File: config.mk
export PLATFORM = sky130hd
export DESIGN_NAME = vram_arbiter
export DESIGN_NICKNAME = d
export VERILOG_FILES = /design/src/rtl/vram_pkg.sv /design/src/rtl/vram_arbiter.sv
export SDC_FILE = /design/constraint.sdc
export NUM_CORES = 1
export LEC_CHECK = 0
export ABC_AREA = 1
export ABC_CLOCK_PERIOD_IN_PS = 1800
export CELL_PAD_IN_SITES_DETAIL_PLACEMENT = 1
export CELL_PAD_IN_SITES_GLOBAL_PLACEMENT = 2
export CORE_AREA = 10 10 149 82
export DETAILED_ROUTE_END_ITERATION = 12
export DIE_AREA = 0 0 159 92
export GPL_ROUTABILITY_DRIVEN = 1
export PLACE_DENSITY = 0.79
export SYNTH_ARGS = -nofsm -noshare
export SYNTH_HDL_FRONTEND = slang
export SYNTH_SLANG_ARGS = --single-unit
File: constraint.sdc
create_clock -name clk -period 1.8 [get_ports clk]
set_input_delay 0.18 -clock clk [delete_from_list [all_inputs] [get_ports clk]]
set_output_delay 0.18 -clock clk [all_outputs]
set_load 0.05 [all_outputs]
File: src/rtl/vram_pkg.sv
// -----------------------------------------------------------------------------
// vram_pkg
// Shared definitions for the video RAM arbiter: default RAM geometry, the
// access sequencer state encoding and the requester (owner) encoding.
// -----------------------------------------------------------------------------
package vram_pkg;

    localparam int unsigned VRAM_ADDR_W = 13;   // 8192 bytes
    localparam int unsigned VRAM_DATA_W = 8;

    typedef enum logic [1:0] {
        ST_IDLE    = 2'd0,
        ST_ACCESS  = 2'd1,
        ST_CAPTURE = 2'd2,
        ST_DONE    = 2'd3
    } state_e;

    typedef enum logic {
        OWN_VID = 1'b0,
        OWN_CPU = 1'b1
    } owner_e;

endpackage

File: src/rtl/vram_arbiter.sv
// -----------------------------------------------------------------------------
// vram_arbiter
// Shares one single-port BSRAM (1-cycle read latency, bypass mode) between the
// Z80 CPU bus (read/write) and the video scan-out fetcher (read-only).
// Every access runs IDLE -> ACCESS -> CAPTURE -> DONE, so a request seen in
// IDLE at cycle T is acknowledged in cycle T+3 and a new grant is possible
// every 4 cycles. When both requesters wait, ownership alternates.
//
// Ports
//   clk, reset            : system clock, synchronous active-high reset
//   cpu_req/we/addr/din   : CPU request (level, held until cpu_ack)
//   cpu_ack, cpu_dout     : one-cycle completion pulse, read data
//   vid_req/addr          : video fetch request (level, held until vid_ack)
//   vid_ack, vid_data     : one-cycle completion pulse, fetched byte
//   ram_ce/oce/wre/ad/din : RAM control, address and write data
//   ram_dout              : RAM read data
//   ram_reset             : RAM reset, follows reset
// -----------------------------------------------------------------------------
module vram_arbiter
    import vram_pkg::*;
#(
    parameter int unsigned ADDR_W = VRAM_ADDR_W,
    parameter int unsigned DATA_W = VRAM_DATA_W
) (
    input  logic              clk,
    input  logic              reset,

    input  logic              cpu_req,
    input  logic              cpu_we,
    input  logic [ADDR_W-1:0] cpu_addr,
    input  logic [DATA_W-1:0] cpu_din,
    output logic              cpu_ack,
    output logic [DATA_W-1:0] cpu_dout,

    input  logic              vid_req,
    input  logic [ADDR_W-1:0] vid_addr,
    output logic              vid_ack,
    output logic [DATA_W-1:0] vid_data,

    output logic              ram_ce,
    output logic              ram_oce,
    output logic              ram_wre,
    output logic [ADDR_W-1:0] ram_ad,
    output logic [DATA_W-1:0] ram_din,
    input  logic [DATA_W-1:0] ram_dout,
    output logic              ram_reset
);

    state_e              state_q, state_d;
    owner_e              owner_q, owner_d;
    owner_e              last_owner_q, last_owner_d;
    logic                is_write_q, is_write_d;
    logic                grant_cpu_s;

    logic                ram_ce_q, ram_ce_d;
    logic                ram_wre_q, ram_wre_d;
    logic [ADDR_W-1:0]   ram_ad_q, ram_ad_d;
    logic [DATA_W-1:0]   ram_din_q, ram_din_d;
    logic                cpu_ack_q, cpu_ack_d;
    logic [DATA_W-1:0]   cpu_dout_q, cpu_dout_d;
    logic                vid_ack_q, vid_ack_d;
    logic [DATA_W-1:0]   vid_data_q, vid_data_d;

    // Grant selection: a lone requester wins; on contention the side that did
    // not own the previous access wins, so the CPU waits for at most one fetch.
    always_comb begin
        grant_cpu_s = 1'b0;
        if (cpu_req && vid_req) begin
            grant_cpu_s = (last_owner_q == OWN_VID);
        end else begin
            grant_cpu_s = cpu_req;
        end
    end

    // Access sequencer: next state and next values of all registered outputs.
    always_comb begin
        state_d      = state_q;
        owner_d      = owner_q;
        last_owner_d = last_owner_q;
        is_write_d   = is_write_q;
        ram_ce_d     = 1'b0;
        ram_wre_d    = 1'b0;
        ram_ad_d     = ram_ad_q;
        ram_din_d    = ram_din_q;
        cpu_ack_d    = 1'b0;
        cpu_dout_d   = cpu_dout_q;
        vid_ack_d    = 1'b0;
        vid_data_d   = vid_data_q;

        case (state_q)
            ST_IDLE: begin
                if (cpu_req || vid_req) begin
                    // Request fields are captured here and never looked at again.
                    state_d  = ST_ACCESS;
                    ram_ce_d = 1'b1;
                    if (grant_cpu_s) begin
                        owner_d    = OWN_CPU;
                        is_write_d = cpu_we;
                        ram_wre_d  = cpu_we;
                        ram_ad_d   = cpu_addr;
                        ram_din_d  = cpu_din;
                    end else begin
                        owner_d    = OWN_VID;
                        is_write_d = 1'b0;
                        ram_wre_d  = 1'b0;
                        ram_ad_d   = vid_addr;
                        ram_din_d  = {DATA_W{1'b0}};
                    end
                end else begin
                    state_d = ST_IDLE;
                end
            end

            ST_ACCESS: begin
                // The RAM performs the access at the edge closing this cycle.
                state_d = ST_CAPTURE;
            end

            ST_CAPTURE: begin
                // ram_dout now holds the addressed byte; writes keep old data.
                state_d = ST_DONE;
                if (owner_q == OWN_CPU) begin
                    cpu_ack_d = 1'b1;
                    if (!is_write_q) begin
                        cpu_dout_d = ram_dout;
                    end else begin
                        cpu_dout_d = cpu_dout_q;
                    end
                end else begin
                    vid_ack_d = 1'b1;
                    if (!is_write_q) begin
                        vid_data_d = ram_dout;
                    end else begin
                        vid_data_d = vid_data_q;
                    end
                end
            end

            ST_DONE: begin
                // Ack is visible this cycle; the requester drops req at its end,
                // and the following IDLE cycle prevents a second service.
                last_owner_d = owner_q;
                state_d      = ST_IDLE;
            end

            default: begin
                state_d = ST_IDLE;
            end
        endcase
    end

    // State and output registers with synchronous reset.
    always_ff @(posedge clk) begin
        if (reset) begin
            state_q      <= ST_IDLE;
            owner_q      <= OWN_VID;
            last_owner_q <= OWN_VID;
            is_write_q   <= 1'b0;
            ram_ce_q     <= 1'b0;
            ram_wre_q    <= 1'b0;
            ram_ad_q     <= {ADDR_W{1'b0}};
            ram_din_q    <= {DATA_W{1'b0}};
            cpu_ack_q    <= 1'b0;
            cpu_dout_q   <= {DATA_W{1'b0}};
            vid_ack_q    <= 1'b0;
            vid_data_q   <= {DATA_W{1'b0}};
        end else begin
            state_q      <= state_d;
            owner_q      <= owner_d;
            last_owner_q <= last_owner_d;
            is_write_q   <= is_write_d;
            ram_ce_q     <= ram_ce_d;
            ram_wre_q    <= ram_wre_d;
            ram_ad_q     <= ram_ad_d;
            ram_din_q    <= ram_din_d;
            cpu_ack_q    <= cpu_ack_d;
            cpu_dout_q   <= cpu_dout_d;
            vid_ack_q    <= vid_ack_d;
            vid_data_q   <= vid_data_d;
        end
    end

    assign cpu_ack   = cpu_ack_q;
    assign cpu_dout  = cpu_dout_q;
    assign vid_ack   = vid_ack_q;
    assign vid_data  = vid_data_q;
    assign ram_ce    = ram_ce_q;
    assign ram_wre   = ram_wre_q;
    assign ram_ad    = ram_ad_q;
    assign ram_din   = ram_din_q;
    assign ram_oce   = 1'b1;
    assign ram_reset = reset;

endmodule

==> results.json, run 1 <==
{
  "port_buffers": 88,
  "power_mw": 4.24,
  "syn2layout_area_growth_pct": 55.4,
  "slew_violations": 0,
  "synthesis.nets": 328,
  "grt_pass1_vias": 2203,
  "setup_violations": 0,
  "dp_hpwl_um": 5750,
  "rsz0062_at_grt": "false",
  "r2r_setup_slack_ps": 310,
  "vdd_ir_drop_max_mv": 0.437,
  "clkTransAtPathRegs_ps": 70,
  "hold_viol": 0,
  "period_needed_ps": 1640,
  "antenna_found_initial": 0,
  "hold_path_class": "reg2reg",
  "drtIter0Drc": 52,
  "design.die.area_um2": 14600,
  "power_leakage_nw": 1.31,
  "startpoint_type": "flop",
  "placementRows": 26,
  "routed_wl_um": 7350,
  "end_kind": "output port",
  "grt_max_degree": 27,
  "syn_avg_cell_area_um2": 7.48,
  "fillers": 1181,
  "finClkSkew_ps": 8.10,
  "post_cts_buffers": 0,
  "tns_ps": 0,
  "crit_chain": "clkdlybuf4s50_1",
  "drive_above_1_share": 0.0822,
  "grt_usage": 0.101,
  "max_stage_delay_ps": 830,
  "cts_sinks": 46,
  "cts-resized-gates": 0,
  "ys_types": 20,
  "worstHoldStart": "ram_din[0]",
  "worstPathRequired_ps": 1620,
  "cp_max_fo": 2,
  "ys_seq_area_frac": 0.444,
  "htreeDepth": 2,
  "io_pins": 90,
  "powerDensity_nw_per_um2": 1320,
  "status": "complete, no violations",
  "netlist_instances": 277,
  "die_h_um": 92,
  "dr_total_vias": 2074,
  "dp_cells": 498,
  "layout.cells.non_filler": 506,
  "worst_slew_pin_slew_ps": 576,
  "synth_seq_cells": 46,
  "cap_violations": 0,
  "drc": 0,
  "cts_made_buffers": 5,
  "worstReg2RegEnd": "is_write_q",
  "cp_top_family": "buffers and inverters",
  "die_w_um": 159,
  "start_util": 0.212,
  "max-slew-margin-rel": 0.614,
  "r2r_start": "state_q[0]",
  "fmax_ghz": 0.609,
  "cts_hold_buf": 0,
  "synth_area_um2": 2070,
  "slowest_stage": "clkdlybuf4s50_1",
  "nets": 416,
  "r2r_cells": 6,
  "overflow": 0,
  "gp_congestion": 0.770,
  "fin_crit_sh": 0.912,
  "grt_pass1_wl_um": 12100,
  "worst_slack_ps": 158,
  "yosys_warnings": 0,
  "core_um2": 9790,
  "place_ws_ps": 192,
  "whs_path_depth": 2,
  "insertion_delay_ps": 290,
  "antenna_left": 0,
  "path_buf_inv": 1,
  "post_drt_wl_per_cell_um": 14.5,
  "clock-root-buffer": "clkbuf_16",
  "cts_tree": "done",
  "firstDrtPassIters": 4,
  "crit_type": "reg2out",
  "clockBufferDepth": 2,
  "min_to": "ram_din[0]",
  "vias_per_cell": 4.10,
  "arrival_ps": 1460
}
## cell families after synthesis
family,share of synthesized area
AOI/OAI and AO/OA,0.140
adders and majority gates,0.0241
buffers and inverters,0.102
DFF,0.444
other,0.00181
and+or+nand+nor,0.288
## report_power, final
group / switching (mW) / internal [mW]
sequential: 0.116 / 1.23
combinational: 1.31 / 0.690
clock: 0.381 / 0.508
total: 1.81 / 2.43
## layout by cell type (no fill, tap or decap), types with 4 or more instances in the layout
| master | Yosys | layout |
|---|---|---|
| ha_1 | 4 | 4 |
| dfxtp_1 | 46 | 46 |
| clkdlybuf4s50_1 | 0 | 86 |
| nand2_1 | 52 | 52 |
| nand3_1 | 16 | 16 |
| buf_4 | 9 | 11 |
| nand4_1 | 8 | 8 |
| nor2_1 | 63 | 63 |
| clkbuf_16 | 0 | 5 |
| o21ai_0 | 19 | 19 |
| a21boi_0 | 6 | 6 |
| a21boi_2 | 7 | 7 |
| inv_1 | 22 | 22 |
| a21oi_1 | 11 | 11 |
## metrics by stage
step / utilization / cell area (um^2) / hold WS, ps
after floorplan: - / 2070 / 249
after global placement: 0.315 / 3080 / 452
after detailed placement: 0.315 / 3080 / 457
after CTS: 0.329 / 3220 / 467
after global routing: 0.329 / 3220 / 497
final: 0.329 / 3220 / 469
## area by class of cell
class	count	area (um^2)	area share
Timing Repair Buffer	98	963	0.299
Multi-Input combinational cell	192	941	0.292
Sequential cell	46	921	0.286
Tap cell	140	175	0.0544
Clock buffer	6	129	0.0400
Inverter	22	82.6	0.0256
Clock inverter	1	7.51	0.00233
Antenna cell	1	2.50	0.000777
## synthesized netlist by cell type, drive strengths merged
cell	n	share of area
a21boi	13	0.060
a21oi	11	0.027
buf	14	0.057
clkbuf	3	0.0054
conb	1	0.0018
dfxtp	46	0.44
ha	4	0.024
inv	22	0.040
nand2	53	0.097
nand3	16	0.039
nand4	8	0.024
nor2	66	0.13
o21ai	20	0.054
## worst max-delay path by stage
| stage | startpoint | to | slack [ps] | depth (start not counted) |
|---|---|---|---|---|
| global route | ram_ad[7] | ram_ad[7] | 100 | 1 |
| floorplan | state_q[0] | ram_ad[3] | 570 | 8 |
| CTS | ram_ad[7] | ram_ad[7] | 140 | 1 |
| detailed placement | cpu_req | is_write_q | 190 | 5 |
| finish | ram_ad[10] | ram_ad[10] | 160 | 1 |
| global placement | cpu_req | ram_ad[4] | 260 | 6 |
## sequential cells by signal (all words and copies together), names as in the netlist
register and flops:
cpu_ack 1, is_write_q 1, ram_wre 1, ram_ad 13, vid_ack 1, ram_din 8, cpu_dout 8, owner_q 1
state_q 2, last_owner_q 1, ram_ce 1, vid_data 8
## worst reg2reg max path, stage by stage, from the launching register on
cell and delay (ps):
dfxtp_1 320, inv_1 100, ha_1 250, inv_1 100
nor2_4 320, nand2_1 160, o21ai_0 170
## routing by layer
layer	wire, um	vias up	share of wire	track usage
met4	57	0	0.0078	0.0230
met3	526	4	0.072	0.0388
met1	3730	963	0.51	0.135
met5	0	-	0	0
li1	-	1051	-	-
met2	3040	56	0.41	0.150
Power figures use the tool's default switching activity.
==> run 2: changes to the inputs <==
Settings changed: CORE_AREA 10 10 149 82 to 10 10 146 81, CTS_BUF_LIST set to sky130_fd_sc_hd__clkbuf_2, DIE_AREA 0 0 159 92 to 0 0 156 91, PLACE_DENSITY 0.79 to 0.81.
==> results.json, run 2 (synthesis gave the netlist of run 1 again) <==
{
  "status": "complete, no violations",
  "worstReg2RegEnd": "cpu_dout[0]",
  "crit_type": "reg2out",
  "clock-root-buffer": "clkbuf_2",
  "worstHoldStart": "cpu_din[1]",
  "r2r_setup_slack_ps": 260,
  "end_kind": "output port",
  "cp_max_fo": 2,
  "r2r_start": "state_q[0]",
  "hold_path_class": "in2reg",
  "grtUsageMet3": 0.0447,
  "tns_ps": 0,
  "finalInstanceArea_um2": 3050,
  "hold_viol": 0,
  "vdd_ir_drop_max_mv": 0.360,
  "die_h_um": 91,
  "htreeDepth": 2,
  "firstDrtPassIters": 4,
  "busiest_layer": "met2",
  "max_stage_delay_ps": 550,
  "grt_pass1_wl_um": 11600,
  "largest_reg_flops": 13,
  "dp_hpwl_um": 5740,
  "r2r_cells": 7,
  "cp_top_family": "buffers and inverters",
  "fin_crit_sh": 0.866,
  "crit_chain": "dlygate4sd2_1",
  "cts_tree": "done",
  "slew_violations": 0,
  "grt_util_met2": 0.158,
  "period_needed_ps": 1560,
  "rsz0062_at_grt": "false",
  "overflow": 0,
  "grt_max_degree": 27,
  "design.die.area_um2": 14200,
  "finClkSkew_ps": 30.6,
  "powerDensity_nw_per_um2": 1200,
  "nets": 416,
  "syn2layout_area_growth_pct": 47.0,
  "drc": 0,
  "dr_total_vias": 2028,
  "core_um2": 9230,
  "setup_violations": 0,
  "port_buffers": 88,
  "fmax_ghz": 0.641,
  "slowest_stage": "dlygate4sd2_1",
  "die_w_um": 156,
  "post_cts_buffers": 0,
  "vias_per_cell": 4.16,
  "whs_path_depth": 3,
  "drive_above_1_share": 0.0874,
  "insertion_delay_ps": 420,
  "post_drt_wl_per_cell_um": 14.9,
  "final_cell_mix": "nor2_1, nand2_1, dfxtp_1, clkdlybuf4s50_1, dlygate4sd2_1",
  "io_pins": 90,
  "startpoint_type": "flop",
  "start_util": 0.225,
  "gp_congestion": 0.754,
  "placementRows": 25,
  "routed_wl_um": 7250,
  "min_to": "ram_din[1]",
  "grt_pass1_vias": 2147,
  "arrival_ps": 1380,
  "clkTransAtPathRegs_ps": 250,
  "antenna_left": 0,
  "grt_usage": 0.101,
  "clockBufferDepth": 2,
  "power_leakage_nw": 1.44,
  "max-slew-margin-rel": 0.638,
  "power_mw": 3.65,
  "placed_area_um2": 3060,
  "cap_violations": 0,
  "cts_made_buffers": 5,
  "insertedDiodeCount": 0,
  "drtIter0Drc": 60,
  "path_buf_inv": 1,
  "final_common_cell": "nor2_1",
  "grt.met1_usage": 0.124,
  "antenna_found_initial": 0,
  "cts_sinks": 46,
  "worstPathRequired_ps": 1620,
  "worst_slew_pin_slew_ps": 545
}
[run 2: metal layers]
metal / up-vias / part of all wire
met1: 931 / 0.48
met3: 5 / 0.075
li1: 1046 / -
met2: 46 / 0.43
met4: 0 / 0.0080
met5: - / 0
[run 2: final cells by class]
cell class	count	area, um^2
clock inverter	2	8.76
clock buffer	6	30.0
fill	1139	6180
timing repair buffer	98	912
inverter	22	82.6
multi-input combinational	192	941
sequential	46	921
tap	121	151
[run 2: how the worst max path moves through the flow]
stage               startpoint           to  slack [ps]  depth (start not counted)
floorplan           state_q[0]    ram_ad[3]         570                          8
global placement       cpu_req    ram_ad[8]         250                          7
detailed placement     vid_req    ram_ad[1]         220                          6
CTS                 ram_din[1]   ram_din[1]         180                          1
global route        state_q[0]  cpu_dout[0]          70                          7
finish              ram_din[1]   ram_din[1]         240                          1
[run 2: report_power, final]
part           switching, mW  total [mW]  leakage [nW]  internal (mW)
Clock                  0.331       0.426        0.0304         0.0956
Combinational           1.31        1.88          1.04          0.571
Sequential             0.108        1.34         0.377           1.23
[run 2: per-stage QoR]
stage          std cells  hold slack [ps]  utilization  setup slack, ps
6_report             487              321        0.330              241
5_1_grt              487              255        0.330             65.4
4_1_cts              487              278        0.330              181
3_5_place_dp         479              456        0.331              223
3_3_place_gp         479              451        0.331              253
2_1_floorplan        277              249            -              572
[run 2: worst register-to-register path, cell delays in order (launching register included)]
cell and delay (ps):
dfxtp_1 370, inv_1 100, ha_1 230, nand2_1 130, nor2_4 220, inv_1 200, nor2_1 130, nor2_1 50
[run 2: repair_timing]
item,CTS,global route
gates resized for setup,39,0
setup endpoints to repair,39,0
hold buffers,0,0
==> run 3: changes to the inputs <==
Settings changed: CAP_MARGIN set to 10, PLACE_DENSITY 0.81 to unset, PLACE_DENSITY_LB_ADDON set to 0.1.
==> results.json, run 3 (synthesis gave the netlist of run 1 again) <==
{
  "status": "complete, no violations",
  "r2r_start": "state_q[0]",
  "slew_violations": 0,
  "firstDrtPassIters": 4,
  "antenna_left": 0,
  "core_um2": 9230,
  "drtIter0Drc": 58,
  "port_buffers": 88,
  "crit_cells": 1,
  "cts_hold_buf": 0,
  "regArea_um2": 921,
  "crit_type": "reg2out",
  "insertion_delay_ps": 450,
  "cp-startpoint": "ram_din[4]",
  "placed_area_um2": 3060,
  "dp_hpwl_um": 5940,
  "path_buf_inv": 1,
  "clockBufferDepth": 2,
  "cp_top_family": "buffers and inverters",
  "worstReg2RegEnd": "ram_ad[2]",
  "grt_pass1_wl_um": 11900,
  "grt_usage": 0.105,
  "fmax_ghz": 0.619,
  "routed_wl_um": 7490,
  "drive_above_1_share": 0.0926,
  "clock-root-buffer": "clkbuf_2",
  "setup_violations": 0,
  "insertedDiodeCount": 0,
  "final_cell_mix": "nor2_1, nand2_1, dfxtp_1, clkdlybuf4s50_1, dlygate4sd2_1",
  "io_pins": 90,
  "drc": 0,
  "fin_crit_sh": 0.897,
  "end_kind": "output port",
  "multi_input_area_um2": 941,
  "slowest_stage": "dlygate4sd2_1",
  "antenna_found_initial": 0,
  "htreeDepth": 2,
  "design.die.area_um2": 14200,
  "finalInstanceArea_um2": 3050,
  "startpoint_type": "flop",
  "period_needed_ps": 1610,
  "finClkSkew_ps": 35.6,
  "largest_reg_flops": 13,
  "final_common_cell": "nor2_1",
  "worst_slew_pin_slew_ps": 523,
  "r2r_setup_slack_ps": 240,
  "vias_per_cell": 4.17,
  "cts_made_buffers": 5,
  "tns_ps": 0,
  "die_w_um": 156,
  "syn2layout_area_growth_pct": 47.3,
  "vdd_ir_drop_max_mv": 0.381,
  "worstPathRequired_ps": 1620,
  "hold_viol": 0,
  "die_h_um": 91,
  "start_util": 0.225,
  "cts_tree": "done",
  "max-slew-margin-rel": 0.653,
  "r2r_cells": 7,
  "cap_violations": 0,
  "nets": 417,
  "grt_max_degree": 27,
  "post_drt_wl_per_cell_um": 15.3,
  "power_leakage_nw": 1.44,
  "gp_congestion": 0.739,
  "crit_chain": "dlygate4sd2_1",
  "endpoint": "ram_din[4]",
  "placementRows": 25,
  "hold_path_class": "in2reg",
  "overflow": 0,
  "rsz0062_at_grt": "false",
  "powerDensity_nw_per_um2": 1210,
  "max_stage_delay_ps": 560,
  "arrival_ps": 1430,
  "grt_pass1_vias": 2125,
  "dr_total_vias": 2034,
  "clkTransAtPathRegs_ps": 270,
  "cts_sinks": 46,
  "fillers": 1119,
  "cp_max_fo": 2
}
-- run 3: changes by cell type in the layout (fill, tap and decap cells not counted) --
cell,previous run,this run
buf_4,12,15
dlygate4sd2_1,39,37
clkinv_4,0,1
clkbuf_2,6,5
clkinv_2,1,0
clkinv_1,1,2
-- run 3: final cells by class --
cell class                 count  share of cell area
inverter                      22              0.0270
clock inverter                 3             0.00533
clock buffer                   5             0.00819
sequential                    46               0.302
multi-input combinational    192               0.308
tap                          121              0.0496
timing repair buffer          99               0.300
-- run 3: worst min-delay path by stage --
stage               start         end  cells after the start  slack [ps]
6_report       cpu_din[1]  ram_din[1]                      3         270
5_1_grt            cpu_we     ram_wre                      3         230
4_1_cts        cpu_din[1]  ram_din[1]                      3         230
3_5_place_dp   ram_din[3]  ram_din[3]                      2         460
3_3_place_gp   ram_din[0]  ram_din[0]                      2         450
2_1_floorplan       reset  ram_din[0]                      1         250
-- run 3: timing repair --
item	4_1_cts	5_1_grt
setup buffers	0	0
endpoints found under the setup margin	37	0
resized for setup	37	0
-- run 3: layer usage --
layer / vias up / part of all wire / GRT usage / wire length (um)
met5: - / 0 / 0 / 0
met4: 0 / 0.0095 / 0.0281 / 71
met3: 6 / 0.066 / 0.0391 / 497
met2: 44 / 0.40 / 0.150 / 3020
met1: 934 / 0.52 / 0.145 / 3900
li1: 1050 / - / - / -
-- run 3: through the flow --
| stage | instances | hold WS, ps | total power, mW | utilization | setup WS [ps] |
|---|---|---|---|---|---|
| global route | 488 | 230 | 4.01 | 0.331 | 80.4 |
| CTS | 488 | 233 | 3.77 | 0.331 | 161 |
| detailed placement | 480 | 461 | 3.41 | 0.332 | 201 |
| finish | 488 | 273 | 3.69 | 0.331 | 186 |
| global placement | 480 | 453 | 3.38 | 0.332 | 228 |
| floorplan | 277 | 249 | 2.72 | - | 572 |
-- run 3: power breakdown --
group          leakage [nW]  switching [mW]  total (mW)  internal (mW)
combinational          1.04            1.32        1.89          0.579
clock                0.0280           0.363       0.453         0.0900
sequential            0.377           0.112        1.34           1.23
total                  1.44            1.79        3.69           1.90
